===== src/rtl/keypad_scan.sv =====
// 4x3 keypad scanner: strobes one column low at a time, debounces whole-keypad
// frames and reports single-key presses, holds and multi-key presses.
module keypad_scan #(
    parameter int SETTLE    = 2,
    parameter int DEB_SCANS = 4
) (
    input  logic       clk,
    input  logic       rst,
    input  logic [3:0] key_row,
    output logic [2:0] key_col,
    output logic [3:0] key_code,
    output logic       key_valid,
    output logic       key_held,
    output logic       key_multi
);
    localparam int DW = (SETTLE > 1) ? $clog2(SETTLE) : 1;
    localparam int CW = $clog2(DEB_SCANS + 1);

    typedef enum logic [1:0] {R_NONE, R_KEY, R_MULTI} raw_t;
    typedef enum logic [1:0] {IDLE, HELD, MULTI} state_t;

    logic [3:0]       row_s1, row_s2;
    logic [1:0]       col_idx;
    logic [DW-1:0]    dwell;
    logic             strobe;
    logic [1:0]       samp_vld;
    logic [1:0][1:0]  samp_col;
    logic [1:0][3:0]  col_bits;
    logic [3:0]       cur_bits;
    logic             frame;

    raw_t             raw_kind, prev_kind;
    logic [3:0]       raw_code, prev_code;
    logic [CW-1:0]    stable_cnt;
    logic             same, accept;

    state_t           state, state_n;
    logic [3:0]       code_n;
    logic             valid_n;

    function automatic logic [3:0] key_lut(input int r, input int c);
        if (r == 3)
            return (c == 0) ? 4'hA : (c == 1) ? 4'h0 : 4'hB;
        return 4'(r * 3 + c + 1);
    endfunction

    always_comb begin
        case (col_idx)
            2'd0:    key_col = 3'b110;
            2'd1:    key_col = 3'b101;
            default: key_col = 3'b011;
        endcase
    end

    assign strobe = (dwell == DW'(SETTLE - 1));

    // The synchronizer delays rows by two clocks, so the sample strobe and
    // its column index are delayed by the same amount before storing.
    always_ff @(posedge clk) begin
        if (rst) begin
            row_s1   <= '1;
            row_s2   <= '1;
            col_idx  <= '0;
            dwell    <= '0;
            samp_vld <= '0;
            samp_col <= '0;
            col_bits <= '0;
        end else begin
            row_s1   <= key_row;
            row_s2   <= row_s1;
            samp_vld <= {samp_vld[0], strobe};
            samp_col <= {samp_col[0], col_idx};
            if (strobe) begin
                dwell   <= '0;
                col_idx <= (col_idx == 2'd2) ? 2'd0 : col_idx + 2'd1;
            end else begin
                dwell   <= dwell + DW'(1);
            end
            if (samp_vld[1] && samp_col[1] != 2'd2)
                col_bits[samp_col[1][0]] <= ~row_s2;
        end
    end

    assign cur_bits = ~row_s2;
    assign frame    = samp_vld[1] && (samp_col[1] == 2'd2);

    always_comb begin
        logic [3:0]  cnt;
        logic [11:0] all_bits;
        all_bits = {cur_bits, col_bits[1], col_bits[0]};
        cnt      = '0;
        raw_code = '0;
        for (int c = 0; c < 3; c++) begin
            for (int r = 0; r < 4; r++) begin
                if (all_bits[c*4 + r]) begin
                    cnt      = cnt + 4'd1;
                    raw_code = key_lut(r, c);
                end
            end
        end
        if (cnt == 4'd0)      raw_kind = R_NONE;
        else if (cnt == 4'd1) raw_kind = R_KEY;
        else                  raw_kind = R_MULTI;
    end

    assign same   = (raw_kind == prev_kind) && (raw_kind != R_KEY || raw_code == prev_code);
    assign accept = frame && same && (stable_cnt == CW'(DEB_SCANS - 1));

    always_ff @(posedge clk) begin
        if (rst) begin
            prev_kind  <= R_NONE;
            prev_code  <= '0;
            stable_cnt <= '0;
        end else if (frame) begin
            if (same) begin
                if (stable_cnt != CW'(DEB_SCANS))
                    stable_cnt <= stable_cnt + CW'(1);
            end else begin
                prev_kind  <= raw_kind;
                prev_code  <= raw_code;
                stable_cnt <= CW'(1);
            end
        end
    end

    always_ff @(posedge clk) begin
        if (rst) begin
            state     <= IDLE;
            key_code  <= '0;
            key_valid <= 1'b0;
        end else begin
            state     <= state_n;
            key_code  <= code_n;
            key_valid <= valid_n;
        end
    end

    // Only debounced frames move the FSM; a new key while held is ignored.
    always_comb begin
        state_n = state;
        code_n  = key_code;
        valid_n = 1'b0;
        if (accept) begin
            case (state)
                IDLE: begin
                    if (raw_kind == R_KEY) begin
                        state_n = HELD;
                        code_n  = raw_code;
                        valid_n = 1'b1;
                    end else if (raw_kind == R_MULTI) begin
                        state_n = MULTI;
                    end
                end
                HELD: begin
                    if (raw_kind == R_NONE)       state_n = IDLE;
                    else if (raw_kind == R_MULTI) state_n = MULTI;
                end
                MULTI: begin
                    if (raw_kind == R_NONE) state_n = IDLE;
                end
                default: state_n = IDLE;
            endcase
        end
    end

    assign key_held  = (state == HELD);
    assign key_multi = (state == MULTI);
endmodule

===== config.mk =====
export PLATFORM = sky130hd
export DESIGN_NAME = keypad_scan
export DESIGN_NICKNAME = d
export VERILOG_FILES = /design/src/rtl/keypad_scan.sv
export SDC_FILE = /design/constraint.sdc
export NUM_CORES = 1
export LEC_CHECK = 0
export CELL_PAD_IN_SITES_DETAIL_PLACEMENT = 1
export CELL_PAD_IN_SITES_GLOBAL_PLACEMENT = 1
export CORE_UTILIZATION = 50
export CTS_CLUSTER_SIZE = 16
export DETAILED_ROUTE_END_ITERATION = 12
export PLACE_DENSITY_LB_ADDON = 0.1
export SLEW_MARGIN = 10
export SYNTH_ARGS = -nofsm -noshare
export SYNTH_HDL_FRONTEND = slang
export SYNTH_SLANG_ARGS = --single-unit

===== constraint.sdc =====
create_clock -name clk -period 16.65 [get_ports clk]
set_input_delay 1.665 -clock clk [delete_from_list [all_inputs] [get_ports clk]]
set_output_delay 1.665 -clock clk [all_outputs]
set_load 0.01 [all_outputs]

==> flow_summary.html, run 1 <==
<table>
<tr><th>Metric</th><th>Value</th></tr>
<tr><th colspan="2">Setup path</th></tr>
<tr><td>Worst-case register-to-register setup slack</td><td>8520 ps</td></tr>
<tr><td>Master of the slowest instance on the critical path</td><td>sky130_fd_sc_hd__o211ai_4</td></tr>
<tr><td>Element type at the critical path end</td><td>flip-flop</td></tr>
<tr><td>Required time worst endpoint</td><td>around 17000 ps</td></tr>
<tr><td>Most used cell, CP</td><td>sky130_fd_sc_hd__ha_1</td></tr>
<tr><td>R2R Path Start</td><td>col_bits[1]</td></tr>
<tr><td>Capture instance of the worst register-to-register path</td><td>key_code[1]</td></tr>
<tr><td>Highest net fanout along the worst path</td><td>17</td></tr>
<tr><td>Longest individual stage delay on the worst path</td><td>just under 500 ps</td></tr>
<tr><td>Arrival @ worst endpoint</td><td>roughly 8300 ps</td></tr>
<tr><td>Worst Setup Path Type</td><td>reg2reg</td></tr>
<tr><td>Critical Path Start Type</td><td>flip-flop</td></tr>
<tr><td>Worst R2R Path Depth</td><td>37</td></tr>
<tr><th colspan="2">Timing</th></tr>
<tr><td>Final period demand of the worst path</td><td>8130 ps</td></tr>
<tr><td>Top achievable clock speed</td><td>0.123 GHz</td></tr>
<tr><td>Worst-Margin Slew</td><td>821 ps</td></tr>
<tr><td>Final setup violation count</td><td>0</td></tr>
<tr><td>Setup TNS Final</td><td>0 ps</td></tr>
<tr><td>Portion of the clock cycle consumed by the worst path in the final layout</td><td>48.8%</td></tr>
<tr><td>Post-Route Skew</td><td>about 4.5 ps</td></tr>
<tr><td>Final count of pins violating max slew</td><td>0</td></tr>
<tr><td>RSZ-0062 raised after global routing</td><td>false</td></tr>
<tr><td>Number of failing hold endpoints at the final stage</td><td>0</td></tr>
<tr><td>Relative max-transition margin</td><td>a little under half</td></tr>
<tr><th colspan="2">Routing</th></tr>
<tr><td>Average wire length per cell after detail routing</td><td>about 15 um</td></tr>
<tr><td>Total number of vias</td><td>about 2300</td></tr>
<tr><td>Remaining DRCs</td><td>0</td></tr>
<tr><td>Total Routed Length</td><td>approximately 6200 um</td></tr>
<tr><td>DR iter-0 viols</td><td>67</td></tr>
<tr><td>DR pass1 iterations</td><td>4</td></tr>
<tr><td>Count of antenna-violating nets left after detailed routing</td><td>0</td></tr>
<tr><td>Detail-routed via count per cell</td><td>5.60</td></tr>
<tr><th colspan="2">Job</th></tr>
<tr><td>Number of max-cap violations</td><td>0</td></tr>
<tr><th colspan="2">Min path</th></tr>
<tr><td>Hold crit path type</td><td>reg2reg</td></tr>
<tr><td>Hold Crit Start</td><td>row_s1[3]</td></tr>
<tr><td>Worst Hold Endpoint</td><td>row_s2[3]</td></tr>
<tr><td>Hold path depth</td><td>1</td></tr>
<tr><th colspan="2">Logic synthesis</th></tr>
<tr><td>Share of synthesized flip-flops with an asynchronous set or reset</td><td>0%</td></tr>
<tr><td>Count of flip-flops with a built-in enable after synthesis</td><td>0</td></tr>
<tr><td>Yosys Warn Count</td><td>0</td></tr>
<tr><td>Most used DFF post-synth</td><td>sky130_fd_sc_hd__dfxtp_1</td></tr>
<tr><td>Mapped Area</td><td>roughly 2900 sq um</td></tr>
<tr><td>Synth Instances</td><td>330</td></tr>
<tr><td>Distinct cells, synth</td><td>slightly below 60</td></tr>
<tr><td>Post-Synthesis Net Count</td><td>351</td></tr>
<tr><td>Proportion of synthesized chip area in sequential cells</td><td>between 20 and 30%</td></tr>
<tr><td>Count of state elements after synthesis</td><td>between 40 and 50</td></tr>
<tr><td>Syn_area_per_cell</td><td>slightly below 9 sq um</td></tr>
<tr><th colspan="2">Place</th></tr>
<tr><td>Post-DP HPWL</td><td>approximately 4700 um</td></tr>
<tr><td>Buffers on Ports</td><td>15</td></tr>
<tr><td>Final GP Congestion</td><td>~0.83</td></tr>
<tr><th colspan="2">GRT</th></tr>
<tr><td>Number of antenna violations at the first check in global routing</td><td>0</td></tr>
<tr><td>Wire length of the first global-routing pass</td><td>around 11000 um</td></tr>
<tr><td>Vias in the first global route</td><td>around 2400</td></tr>
<tr><td>Global-route congestion overflow total</td><td>0</td></tr>
<tr><td>Global-route total usage across every layer</td><td>approximately 22%</td></tr>
<tr><td>Largest net degree at the start of global routing</td><td>34</td></tr>
<tr><th colspan="2">Final layout</th></tr>
<tr><td>N_diodes</td><td>0</td></tr>
<tr><td>Reg area</td><td>821 sq um</td></tr>
<tr><td>Area of the multi-input gates</td><td>about 1900 sq um</td></tr>
<tr><td>Share of post-route cells with drive strength above 1</td><td>a little over a tenth</td></tr>
<tr><td>Synthesis-to-layout area growth</td><td>9.34%</td></tr>
<tr><td>Final-layout fill cell count</td><td>676</td></tr>
<tr><td>Net total in the final layout</td><td>between 300 and 400</td></tr>
<tr><th colspan="2">CTS</th></tr>
<tr><td>Worst-path clk slew</td><td>roughly 80 ps</td></tr>
<tr><td>Hold_buf cts</td><td>0</td></tr>
<tr><td>Cells resized by post-CTS repair</td><td>0</td></tr>
<tr><td>Number of H-tree levels</td><td>2</td></tr>
<tr><td>Worst-skew pair later-pin latency</td><td>300 ps</td></tr>
<tr><td>Number of setup buffers added after CTS</td><td>0</td></tr>
<tr><td>Clock tree from TritonCTS</td><td>yes</td></tr>
<tr><td>Number of clock sinks</td><td>between 40 and 50</td></tr>
<tr><td>Clock Root Buffer</td><td>sky130_fd_sc_hd__clkbuf_8</td></tr>
<tr><td>Number of clock buffers inserted by TritonCTS</td><td>5</td></tr>
<tr><td>Buffer depth of the longest clock path</td><td>2</td></tr>
<tr><th colspan="2">Pwr</th></tr>
<tr><td>Power per standard cell area</td><td>~76 nW/um^2</td></tr>
<tr><td>Lkg Pwr</td><td>between 1 and 1.5 nW</td></tr>
<tr><td>Design Power</td><td>between 0.2 and 0.25 mW</td></tr>
<tr><td>Largest vdd supply drop</td><td>approximately 0.000071 V</td></tr>
<tr><th colspan="2">Run status</th></tr>
<tr><td>Result of the run</td><td>finished, final reports clean</td></tr>
<tr><th colspan="2">Die</th></tr>
<tr><td>Core area</td><td>~5500 sq um</td></tr>
<tr><td>Number of core rows</td><td>27</td></tr>
<tr><td>Vertical die dimension</td><td>about 78 um</td></tr>
<tr><td>Number of primary I/O pins</td><td>16</td></tr>
<tr><td>Die footprint</td><td>6040 sq um</td></tr>
<tr><td>Initial core utilization</td><td>between 50 and 60%</td></tr>
<tr><td>Die extent in x</td><td>a little under 80 um</td></tr>
</table>
## cell usage in the layout (no fill, tap or decap), types with 4 or more instances in the layout
master                             n
sky130_fd_sc_hd__a211oi_1         12
sky130_fd_sc_hd__a21oi_1          10
sky130_fd_sc_hd__a31oi_1           5
sky130_fd_sc_hd__and2_1            4
sky130_fd_sc_hd__and4_1            5
sky130_fd_sc_hd__clkbuf_8          5
sky130_fd_sc_hd__clkdlybuf4s50_1  15
sky130_fd_sc_hd__dfxtp_1          41
sky130_fd_sc_hd__ha_1             15
sky130_fd_sc_hd__inv_1            16
sky130_fd_sc_hd__mux2i_1           7
sky130_fd_sc_hd__nand2_1          34
sky130_fd_sc_hd__nand3_1           7
sky130_fd_sc_hd__nor2_1           27
sky130_fd_sc_hd__nor2b_1           8
sky130_fd_sc_hd__nor3_1            6
sky130_fd_sc_hd__nor4b_1           5
sky130_fd_sc_hd__o21a_1            6
sky130_fd_sc_hd__o21ai_0          12
sky130_fd_sc_hd__or2_2            13
sky130_fd_sc_hd__xnor2_1          13
sky130_fd_sc_hd__xnor3_1           5
sky130_fd_sc_hd__xor2_1           10
## worst max-delay path, delay by kind of cell, from the launching register on
family          cells  cell delay [ps]
flops               1              380
buf+inv             3              220
compound gates      7             1590
mux                 2              470
fa+ha+maj          10             2930
simple gates       13             1950
xor+xnor            2              480
## power breakdown
part	switching [mW]	leakage, nW	internal (mW)
Clock	0.0346	0.0554	0.0450
Sequential	0.00358	0.334	0.100
Combinational	0.0306	0.927	0.0229
## sequential cells by signal, indices dropped and copies added (netlist names)
| name | cells |
|---|---|
| state | 2 |
| row_s1 | 4 |
| dwell | 1 |
| key_valid | 1 |
| col_bits | 8 |
| samp_vld | 2 |
| samp_col | 4 |
| row_s2 | 4 |
| stable_cnt | 3 |
| prev_code | 4 |
| prev_kind | 2 |
| key_code | 4 |
| col_idx | 2 |
## logic make-up after synthesis
kind of cell	count (synthesis)	synth area share, %
flip-flops	41	28.6
adder cells (fa/ha/maj)	15	6.55
AND/OR/NAND/NOR	132	25.5
XOR/XNOR	34	15.3
buffers and inverters	35	5.28
AO/OA/AOI/OAI	64	15.5
multiplexers	9	3.23
## area by class of cell
class	instances	area share (%)
Multi-Input combinational cell	254	60.4
Timing Repair Buffer	16	5.03
Sequential cell	41	26.2
Tap cell	72	2.87
Clock buffer	6	2.32
Inverter	16	1.92
Clock inverter	2	1.24
## how the worst max path moves through the flow
| stage | from | end | slack [ps] | cells past startpoint |
|---|---|---|---|---|
| finish | col_bits[1] | key_code[1] | 8520 | 37 |
| global route | col_bits[0] | key_code[1] | 7830 | 37 |
| CTS | col_bits[1] | key_code[1] | 8480 | 37 |
| detailed placement | col_bits[1] | key_code[1] | 8500 | 37 |
| global placement | col_bits[1] | key_code[0] | 8810 | 37 |
| floorplan | col_bits[0] | state[0] | 9530 | 37 |
## stage by stage
step                      std cells  util (%)  setup slack, ps  hold slack (ps)  instance area (sq um)
after CTS                       407      56.9             8480              418                   3130
after global placement          399      54.9             8810              391                   3020
after floorplan                 330         -             9530              389                   2870
final                           407      56.9             8520              421                   3130
after global routing            407      56.9             7830              419                   3130
after detailed placement        399      54.9             8500              403                   3020
## synth_stat cells (2+ instances only)
cell type | number | area (sq um)
sky130_fd_sc_hd__o211ai_1 | 2 | 15.0
sky130_fd_sc_hd__dfxtp_1 | 41 | 821
sky130_fd_sc_hd__a31oi_1 | 5 | 31.3
sky130_fd_sc_hd__o31a_1 | 2 | 17.5
sky130_fd_sc_hd__nor3_1 | 6 | 30.0
sky130_fd_sc_hd__xnor3_1 | 5 | 113
sky130_fd_sc_hd__nor4_1 | 3 | 18.8
sky130_fd_sc_hd__o21a_1 | 6 | 45.0
sky130_fd_sc_hd__nand2_1 | 34 | 128
sky130_fd_sc_hd__and4_1 | 5 | 43.8
sky130_fd_sc_hd__nor2_1 | 27 | 101
sky130_fd_sc_hd__a21oi_1 | 10 | 50.1
sky130_fd_sc_hd__nand3b_1 | 3 | 22.5
sky130_fd_sc_hd__xor2_1 | 10 | 87.6
sky130_fd_sc_hd__or2_2 | 13 | 81.3
sky130_fd_sc_hd__nand2b_1 | 3 | 18.8
sky130_fd_sc_hd__nand3_1 | 7 | 35.0
sky130_fd_sc_hd__a22oi_1 | 2 | 15.0
sky130_fd_sc_hd__a211oi_1 | 12 | 90.1
sky130_fd_sc_hd__and2_1 | 4 | 25.0
sky130_fd_sc_hd__xnor2_1 | 13 | 114
sky130_fd_sc_hd__xnor2_2 | 3 | 48.8
sky130_fd_sc_hd__nor2b_1 | 8 | 50.1
sky130_fd_sc_hd__clkbuf_1 | 14 | 52.6
sky130_fd_sc_hd__mux2i_1 | 7 | 70.1
sky130_fd_sc_hd__inv_1 | 16 | 60.1
sky130_fd_sc_hd__nor3b_1 | 2 | 15.0
sky130_fd_sc_hd__nor4b_1 | 5 | 43.8
sky130_fd_sc_hd__o21ai_0 | 12 | 60.1
sky130_fd_sc_hd__buf_6 | 2 | 22.5
sky130_fd_sc_hd__mux2_2 | 2 | 22.5
sky130_fd_sc_hd__o22ai_1 | 2 | 12.5
sky130_fd_sc_hd__ha_1 | 15 | 188
sky130_fd_sc_hd__and3b_1 | 2 | 17.5
sky130_fd_sc_hd__a21o_1 | 2 | 15.0
sky130_fd_sc_hd__or3_1 | 3 | 18.8
## per-layer routing
layer  up-vias  global-route usage (%)  share of wire, %
met1      1091                    26.1                46
li1       1159                       -                 -
met5         -                       0                 0
met3         6                    3.18               1.9
met2        24                    42.1                51
met4         0                    6.04               1.3
No activity file was read; power rests on OpenSTA's default activity.
==> run 2: changes to the inputs <==
Settings changed: CORE_UTILIZATION 50 to 46.
Clock period 16.65 ns to 7.6 ns, I/O delays scaled along.
==> run 2 against run 1 <==
Critical path type unchanged. Worst setup slack got worse by 8200 ps. Largest cell class unchanged. Cell count rose by 5.9%. Largest power group unchanged. Design area rose by 9.9%. Highest routed layer unchanged.
==> flow_summary.html, run 2 (same netlist as run 1, synthesis figures left out) <==
<table>
<tr><th>Metric</th><th>Value</th></tr>
<tr><th colspan="2">Final layout</th></tr>
<tr><td>Most frequent standard cell in the layout excluding fill and tap cells</td><td>sky130_fd_sc_hd__dfxtp_1</td></tr>
<tr><td>Max FFs per register</td><td>8</td></tr>
<tr><td>Register name with the most flops</td><td>col_bits</td></tr>
<tr><td>Finished Cell Area</td><td>approximately 3400 sq um</td></tr>
<tr><td>Most frequent cells in the layout</td><td>sky130_fd_sc_hd__dfxtp_1 (39), sky130_fd_sc_hd__nand2_1 (32), sky130_fd_sc_hd__nor2_1 (27), sky130_fd_sc_hd__buf_4 (20)</td></tr>
<tr><td>Share of post-route cells with drive strength above 1</td><td>between 20 and 25%</td></tr>
<tr><td>Net total in the final layout</td><td>376</td></tr>
<tr><td>Synthesis-to-layout area growth</td><td>20.2%</td></tr>
<tr><td>N_diodes</td><td>0</td></tr>
<tr><th colspan="2">Min path</th></tr>
<tr><td>Hold crit path type</td><td>reg2reg</td></tr>
<tr><th colspan="2">Timing</th></tr>
<tr><td>Final count of pins violating max slew</td><td>0</td></tr>
<tr><td>Post-Route Skew</td><td>6.60 ps</td></tr>
<tr><td>Final period demand of the worst path</td><td>between 7000 and 8000 ps</td></tr>
<tr><td>Final setup violation count</td><td>0</td></tr>
<tr><td>Relative max-transition margin</td><td>about 40%</td></tr>
<tr><td>Number of failing hold endpoints at the final stage</td><td>0</td></tr>
<tr><td>Top achievable clock speed</td><td>approximately 0.14 GHz</td></tr>
<tr><td>Final hold slack</td><td>415 ps</td></tr>
<tr><td>Portion of the clock cycle consumed by the worst path in the final layout</td><td>a little over nine tenths</td></tr>
<tr><td>Worst-Margin Slew</td><td>~900 ps</td></tr>
<tr><th colspan="2">CTS</th></tr>
<tr><td>Clock tree from TritonCTS</td><td>yes</td></tr>
<tr><td>Worst-path clk slew</td><td>80 ps</td></tr>
<tr><td>Number of clock buffers inserted by TritonCTS</td><td>5</td></tr>
<tr><td>Number of clock sinks</td><td>41</td></tr>
<tr><td>Worst-skew pair later-pin latency</td><td>300 ps</td></tr>
<tr><td>Clock Root Buffer</td><td>sky130_fd_sc_hd__clkbuf_8</td></tr>
<tr><td>Number of H-tree levels</td><td>2</td></tr>
<tr><td>Buffer depth of the longest clock path</td><td>2</td></tr>
<tr><th colspan="2">Setup path</th></tr>
<tr><td>Arrival @ worst endpoint</td><td>7480 ps</td></tr>
<tr><td>Timing startpoint of the critical path</td><td>col_bits[0]</td></tr>
<tr><td>Most used cell, CP</td><td>sky130_fd_sc_hd__ha_1</td></tr>
<tr><td>Longest individual stage delay on the worst path</td><td>~450 ps</td></tr>
<tr><td>Capture instance of the worst register-to-register path</td><td>prev_code[0]</td></tr>
<tr><td>Worst Setup Path Type</td><td>reg2reg</td></tr>
<tr><td>Element type at the critical path end</td><td>flip-flop</td></tr>
<tr><td>Required time worst endpoint</td><td>just under 8000 ps</td></tr>
<tr><td>Highest net fanout along the worst path</td><td>8</td></tr>
<tr><td>R2R Path Start</td><td>col_bits[0]</td></tr>
<tr><td>Master of the slowest instance on the critical path</td><td>sky130_fd_sc_hd__or4_4</td></tr>
<tr><td>Number of buffer and inverter stages on the critical path</td><td>2</td></tr>
<tr><td>Critical Path Start Type</td><td>flip-flop</td></tr>
<tr><td>Number of cells on the critical path</td><td>37</td></tr>
<tr><td>Destination of the critical timing path</td><td>prev_code[0]</td></tr>
<tr><td>Worst-case register-to-register setup slack</td><td>between 300 and 400 ps</td></tr>
<tr><td>Worst R2R Path Depth</td><td>37</td></tr>
<tr><td>Cell type group with the largest total delay on the critical path</td><td>simple AND/OR/NAND/NOR gates</td></tr>
<tr><th colspan="2">Die</th></tr>
<tr><td>Initial core utilization</td><td>48.1%</td></tr>
<tr><td>Vertical die dimension</td><td>~81 um</td></tr>
<tr><td>Core area</td><td>between 5000 and 6000 sq um</td></tr>
<tr><td>Number of primary I/O pins</td><td>16</td></tr>
<tr><td>Die extent in x</td><td>roughly 81 um</td></tr>
<tr><td>Number of core rows</td><td>28</td></tr>
<tr><td>Die footprint</td><td>approximately 6600 sq um</td></tr>
<tr><th colspan="2">Place</th></tr>
<tr><td>Post-DP HPWL</td><td>between 4000 and 5000 um</td></tr>
<tr><td>Post-placement cell area</td><td>3140 sq um</td></tr>
<tr><td>Final GP Congestion</td><td>roughly 0.8</td></tr>
<tr><td>Buffers on Ports</td><td>15</td></tr>
<tr><th colspan="2">Routing</th></tr>
<tr><td>Total number of vias</td><td>about 2400</td></tr>
<tr><td>Total Routed Length</td><td>a little under 7000 um</td></tr>
<tr><td>Count of antenna-violating nets left after detailed routing</td><td>0</td></tr>
<tr><td>Remaining DRCs</td><td>0</td></tr>
<tr><td>DR pass1 iterations</td><td>4</td></tr>
<tr><td>Average wire length per cell after detail routing</td><td>between 15 and 20 um</td></tr>
<tr><td>Detail-routed via count per cell</td><td>around 5.5</td></tr>
<tr><td>DR iter-0 viols</td><td>between 60 and 70</td></tr>
<tr><th colspan="2">Pwr</th></tr>
<tr><td>Largest vdd supply drop</td><td>about 0.00011 V</td></tr>
<tr><td>Lkg Pwr</td><td>1.45 nW</td></tr>
<tr><td>Power per standard cell area</td><td>around 160 nW/um^2</td></tr>
<tr><th colspan="2">Job</th></tr>
<tr><td>Number of max-cap violations</td><td>0</td></tr>
<tr><th colspan="2">GRT</th></tr>
<tr><td>Number of antenna violations at the first check in global routing</td><td>0</td></tr>
<tr><td>Vias in the first global route</td><td>~2400</td></tr>
<tr><td>Largest net degree at the start of global routing</td><td>34</td></tr>
<tr><td>Wire length of the first global-routing pass</td><td>roughly 11000 um</td></tr>
<tr><td>Global-route congestion overflow total</td><td>0</td></tr>
<tr><td>Global-route total usage across every layer</td><td>21.6%</td></tr>
<tr><th colspan="2">Run status</th></tr>
<tr><td>Result of the run</td><td>finished, final reports clean</td></tr>
</table>
-- run 2: cell count changes in the layout (fill, tap and decap cells not counted), moves of 2 or more --
cell and delta:
sky130_fd_sc_hd__a21oi_2 +2, sky130_fd_sc_hd__nand3_1 -2, sky130_fd_sc_hd__clkinv_2 +2, sky130_fd_sc_hd__buf_4 +19
sky130_fd_sc_hd__a21oi_1 -2, sky130_fd_sc_hd__nand2_1 -2, sky130_fd_sc_hd__nand3_2 +2, sky130_fd_sc_hd__dfxtp_4 +2
sky130_fd_sc_hd__o21ai_2 +2, sky130_fd_sc_hd__ha_4 +5, sky130_fd_sc_hd__nand2_2 +2, sky130_fd_sc_hd__ha_1 -6
sky130_fd_sc_hd__dfxtp_1 -2
-- run 2: worst min-delay path by stage --
stage / cells after the start / slack [ps] / from / to
floorplan: 1 / 390 / row_s1[0] / row_s2[0]
finish: 1 / 410 / row_s1[0] / row_s2[0]
global placement: 1 / 390 / row_s1[3] / row_s2[3]
detailed placement: 1 / 390 / row_s1[1] / row_s2[1]
CTS: 1 / 420 / row_s1[0] / row_s2[0]
global route: 1 / 430 / row_s1[2] / row_s2[2]
-- run 2: layer usage --
metal  routed length [um]  vias up  global-route usage, %
li1                     -     1202                      -
met1                 3220     1149                   27.0
met2                 3400       30                   38.7
met3                  119       11                   3.37
met4                   82        0                   4.82
met5                    0        -                      0
-- run 2: what timing repair did --
item,in CTS,in global routing
gates resized for setup,6,26
setup buffers,4,3
setup endpoints to repair,15,15
cloned,0,0
hold buffers,0,0
pin swaps,1,14
-- run 2: area by class of cell --
cell class / instances / area, sq um
flip-flops and latches: 41 / 828
well taps: 75 / 93.8
clock inverters: 3 / 17.5
multi-input cells: 254 / 2040
inverters: 16 / 60.1
clock buffers: 5 / 68.8
repair buffers: 37 / 332
fillers: 700 / 2510
-- run 2: per-stage QoR --
step	setup WS [ps]	utilization [%]	power (mW)	std cells	setup TNS, ps
final	352	57.8	0.541	431	0
after global routing	-52.6	57.8	0.571	431	-237
after CTS	11.6	55.1	0.524	428	0
after detailed placement	-120	52.8	0.376	416	-947
after global placement	103	52.8	0.370	416	0
after floorplan	476	-	0.327	330	0
-- run 2: power breakdown --
group          switching, mW  internal (mW)
logic                 0.0866         0.0849
registers            0.00678          0.219
clock network         0.0799         0.0635
==> run 3: changes to the inputs <==
Settings changed: ABC_AREA from default to 1, CAP_MARGIN from default to 20, CORE_UTILIZATION 46 to 43, TNS_END_PERCENT from default to 30.
==> run 3 against run 2 <==
Sequential power barely moved. Die area rose by 8.5%. Largest power group unchanged. Sequential share of layout area grew 1.2 points. Critical path type unchanged. Synthesized cell count is 35% higher. Register-to-register slack gained 580 ps. Highest routed layer unchanged. Non-clock buffer count is 22 lower. Combinational power shrank 31%.
==> flow_summary.html, run 3 <==
<table>
<tr><th>Metric</th><th>Value</th></tr>
<tr><th colspan="2">Run status</th></tr>
<tr><td>Result of the run</td><td>finished, final reports clean</td></tr>
<tr><th colspan="2">CTS</th></tr>
<tr><td>Number of clock sinks</td><td>around 40</td></tr>
<tr><td>Number of clock buffers inserted by TritonCTS</td><td>5</td></tr>
<tr><td>Worst-path clk slew</td><td>80 ps</td></tr>
<tr><td>Clock tree from TritonCTS</td><td>yes</td></tr>
<tr><td>Buffer depth of the longest clock path</td><td>2</td></tr>
<tr><td>Clock Root Buffer</td><td>sky130_fd_sc_hd__clkbuf_8</td></tr>
<tr><td>Hold_buf cts</td><td>0</td></tr>
<tr><td>Number of setup buffers added after CTS</td><td>0</td></tr>
<tr><td>Number of H-tree levels</td><td>2</td></tr>
<tr><td>Cells resized by post-CTS repair</td><td>0</td></tr>
<tr><td>Worst-skew pair later-pin latency</td><td>approximately 300 ps</td></tr>
<tr><th colspan="2">GRT</th></tr>
<tr><td>Global-route total usage across every layer</td><td>21.0%</td></tr>
<tr><td>Global-route congestion overflow total</td><td>0</td></tr>
<tr><td>Number of antenna violations at the first check in global routing</td><td>0</td></tr>
<tr><td>Wire length of the first global-routing pass</td><td>around 12000 um</td></tr>
<tr><td>Vias in the first global route</td><td>between 2000 and 3000</td></tr>
<tr><td>Largest net degree at the start of global routing</td><td>21</td></tr>
<tr><th colspan="2">Logic synthesis</th></tr>
<tr><td>Proportion of netlist area held by the largest area contributor</td><td>between 20 and 30%</td></tr>
<tr><td>Distinct cells, synth</td><td>33</td></tr>
<tr><td>Cell type with the largest total area after synthesis</td><td>sky130_fd_sc_hd__dfxtp_1</td></tr>
<tr><td>Synth Instances</td><td>approximately 450</td></tr>
<tr><td>Share of synthesized flip-flops with an asynchronous set or reset</td><td>0%</td></tr>
<tr><td>Count of state elements after synthesis</td><td>41</td></tr>
<tr><td>Proportion of synthesized chip area in sequential cells</td><td>28.2%</td></tr>
<tr><td>Most area-consuming cells after synthesis</td><td>sky130_fd_sc_hd__dfxtp_1 (28%), sky130_fd_sc_hd__nand2_1 (13%), sky130_fd_sc_hd__inv_1 (9.4%)</td></tr>
<tr><td>Most instantiated library cell after synthesis</td><td>sky130_fd_sc_hd__nand2_1</td></tr>
<tr><td>Yosys Warn Count</td><td>0</td></tr>
<tr><td>Cell types with the highest counts after synthesis</td><td>sky130_fd_sc_hd__nand2_1 (103), sky130_fd_sc_hd__inv_1 (73), sky130_fd_sc_hd__nor2_1 (54)</td></tr>
<tr><td>Most used DFF post-synth</td><td>sky130_fd_sc_hd__dfxtp_1</td></tr>
<tr><td>Syn_area_per_cell</td><td>6.55 sq um</td></tr>
<tr><td>Count of flip-flops with a built-in enable after synthesis</td><td>0</td></tr>
<tr><td>Mapped Area</td><td>around 3000 sq um</td></tr>
<tr><td>Post-Synthesis Net Count</td><td>466</td></tr>
<tr><th colspan="2">Routing</th></tr>
<tr><td>Count of antenna-violating nets left after detailed routing</td><td>0</td></tr>
<tr><td>Remaining DRCs</td><td>0</td></tr>
<tr><td>Total number of vias</td><td>2699</td></tr>
<tr><td>Total Routed Length</td><td>6640 um</td></tr>
<tr><td>Average wire length per cell after detail routing</td><td>about 12 um</td></tr>
<tr><td>DR iter-0 viols</td><td>70</td></tr>
<tr><td>Detail-routed via count per cell</td><td>5.01</td></tr>
<tr><td>DR pass1 iterations</td><td>4</td></tr>
<tr><th colspan="2">Final layout</th></tr>
<tr><td>Finished Cell Area</td><td>roughly 3200 sq um</td></tr>
<tr><td>Register name with the most flops</td><td>col_bits</td></tr>
<tr><td>Most frequent standard cell in the layout excluding fill and tap cells</td><td>sky130_fd_sc_hd__nand2_1</td></tr>
<tr><td>Area of the multi-input gates</td><td>~1800 sq um</td></tr>
<tr><td>Final-layout fill cell count</td><td>881</td></tr>
<tr><td>Layout Cells excl Fill</td><td>539</td></tr>
<tr><td>Most frequent cells in the layout</td><td>sky130_fd_sc_hd__nand2_1 (103), sky130_fd_sc_hd__inv_1 (73), sky130_fd_sc_hd__nor2_1 (54), sky130_fd_sc_hd__dfxtp_1 (41), sky130_fd_sc_hd__nand2_2 (30)</td></tr>
<tr><td>Net total in the final layout</td><td>around 480</td></tr>
<tr><td>Synthesis-to-layout area growth</td><td>11.4%</td></tr>
<tr><td>Share of post-route cells with drive strength above 1</td><td>16.9%</td></tr>
<tr><td>Final core utilization</td><td>slightly above 50%</td></tr>
<tr><td>Reg area</td><td>821 sq um</td></tr>
<tr><td>Max FFs per register</td><td>8</td></tr>
<tr><td>N_diodes</td><td>0</td></tr>
<tr><th colspan="2">Job</th></tr>
<tr><td>Number of max-cap violations</td><td>0</td></tr>
<tr><th colspan="2">Timing</th></tr>
<tr><td>Relative max-transition margin</td><td>58.6%</td></tr>
<tr><td>Portion of the clock cycle consumed by the worst path in the final layout</td><td>between 80% and 90%</td></tr>
<tr><td>Worst-Margin Slew</td><td>619 ps</td></tr>
<tr><td>Final period demand of the worst path</td><td>~6700 ps</td></tr>
<tr><td>RSZ-0062 raised after global routing</td><td>false</td></tr>
<tr><td>Number of failing hold endpoints at the final stage</td><td>0</td></tr>
<tr><td>Final setup violation count</td><td>0</td></tr>
<tr><td>Final count of pins violating max slew</td><td>0</td></tr>
<tr><td>Post-Route Skew</td><td>approximately 6 ps</td></tr>
<tr><td>Top achievable clock speed</td><td>0.150 GHz</td></tr>
<tr><td>Setup TNS Final</td><td>0 ps</td></tr>
<tr><th colspan="2">Setup path</th></tr>
<tr><td>Required time worst endpoint</td><td>slightly below 8000 ps</td></tr>
<tr><td>Longest individual stage delay on the worst path</td><td>between 300 and 400 ps</td></tr>
<tr><td>Highest net fanout along the worst path</td><td>5</td></tr>
<tr><td>Most used cell, CP</td><td>sky130_fd_sc_hd__nand2_1</td></tr>
<tr><td>Critical Path Start Type</td><td>flip-flop</td></tr>
<tr><td>Element type at the critical path end</td><td>flip-flop</td></tr>
<tr><td>Arrival @ worst endpoint</td><td>between 6000 and 7000 ps</td></tr>
<tr><td>Worst Setup Path Type</td><td>reg2reg</td></tr>
<tr><td>Master of the slowest instance on the critical path</td><td>sky130_fd_sc_hd__dfxtp_1</td></tr>
<tr><th colspan="2">Place</th></tr>
<tr><td>Post-placement cell area</td><td>around 3100 sq um</td></tr>
<tr><td>Number of placed instances with taps included</td><td>531</td></tr>
<tr><td>Post-DP HPWL</td><td>around 5400 um</td></tr>
<tr><td>Final GP Congestion</td><td>approximately 0.78</td></tr>
<tr><td>Buffers on Ports</td><td>15</td></tr>
<tr><th colspan="2">Die</th></tr>
<tr><td>Die footprint</td><td>7110 sq um</td></tr>
<tr><td>Initial core utilization</td><td>45.1%</td></tr>
<tr><td>Number of primary I/O pins</td><td>16</td></tr>
<tr><td>Die extent in x</td><td>~84 um</td></tr>
<tr><td>Number of core rows</td><td>29</td></tr>
<tr><td>Vertical die dimension</td><td>between 80 and 90 um</td></tr>
<tr><td>Core area</td><td>6460 sq um</td></tr>
<tr><th colspan="2">Pwr</th></tr>
<tr><td>Power per standard cell area</td><td>~160 nW/um^2</td></tr>
<tr><td>Largest vdd supply drop</td><td>~0.00013 V</td></tr>
<tr><td>Design Power</td><td>about 0.52 mW</td></tr>
<tr><td>Lkg Pwr</td><td>~1.7 nW</td></tr>
<tr><th colspan="2">Min path</th></tr>
<tr><td>Hold crit path type</td><td>reg2reg</td></tr>
</table>
[run 3: cell count changes after synthesis, sizes merged, moves of 9 or more]
cell | before | now
a211oi | 13 | 0
clkbuf | 14 | 4
inv | 16 | 77
nand2 | 34 | 137
nand3 | 8 | 40
nor2 | 27 | 58
xnor2 | 17 | 2
xor2 | 10 | 1
[run 3: worst paths after layout]
kind              slack [ps]        start            to  cells past startpoint
hold / removal           410  samp_col[1]   samp_col[3]                      2
hold reg to reg          410  samp_col[1]   samp_col[3]                      2
setup / recovery         940  col_bits[0]  prev_code[1]                     43
setup reg to reg         940  col_bits[0]  prev_code[1]                     43
[run 3: cell type report]
| type | count | area share [%] |
|---|---|---|
| inverter | 77 | 8.91 |
| clock buffer | 6 | 2.24 |
| tap | 77 | 2.97 |
| timing repair buffer | 15 | 4.63 |
| clock inverter | 2 | 1.20 |
| multi-input combinational | 321 | 54.8 |
| sequential | 41 | 25.3 |
[run 3: kinds of logic (layout without fill, tap and decap cells)]
logic type | Yosys count | after routing | synth area share (%)
AOI/OAI and AO/OA | 42 | 42 | 7.78
adders and majority gates | 15 | 15 | 6.44
buffers and inverters | 83 | 100 | 10.8
xor gates and xnor gates | 3 | 3 | 1.55
DFF | 41 | 41 | 28.2
and+or+nand+nor | 261 | 261 | 45.3
[run 3: worst max-delay path, delay by kind of cell (launching register included)]
kind | cells | cell delay [ps]
buffers and inverters | 7 | 420
adders and majority gates | 10 | 2820
DFF | 1 | 370
AOI/OAI and AO/OA | 2 | 290
and+or+nand+nor | 24 | 2640
[run 3: report_power, final]
part	switching, mW	total, mW	internal, mW
Combinational	0.0756	0.118	0.0422
Clock	0.0798	0.178	0.0987
Sequential	0.00438	0.224	0.220
[run 3: routing by layer]
metal  GRT usage (%)  up-vias  wire, um
met2            39.3       33      3330
li1                -     1417         -
met1            23.5     1232      2990
met5               0        -         0
met3            2.36       17       116
met4            10.5        0       204
[run 3: metrics by stage]
step           setup WS [ps]  hold WS [ps]
2_1_floorplan           1540           388
3_3_place_gp            1160           392
3_5_place_dp             921           397
4_1_cts                  874           411
5_1_grt                  295           430
6_report                 936           408
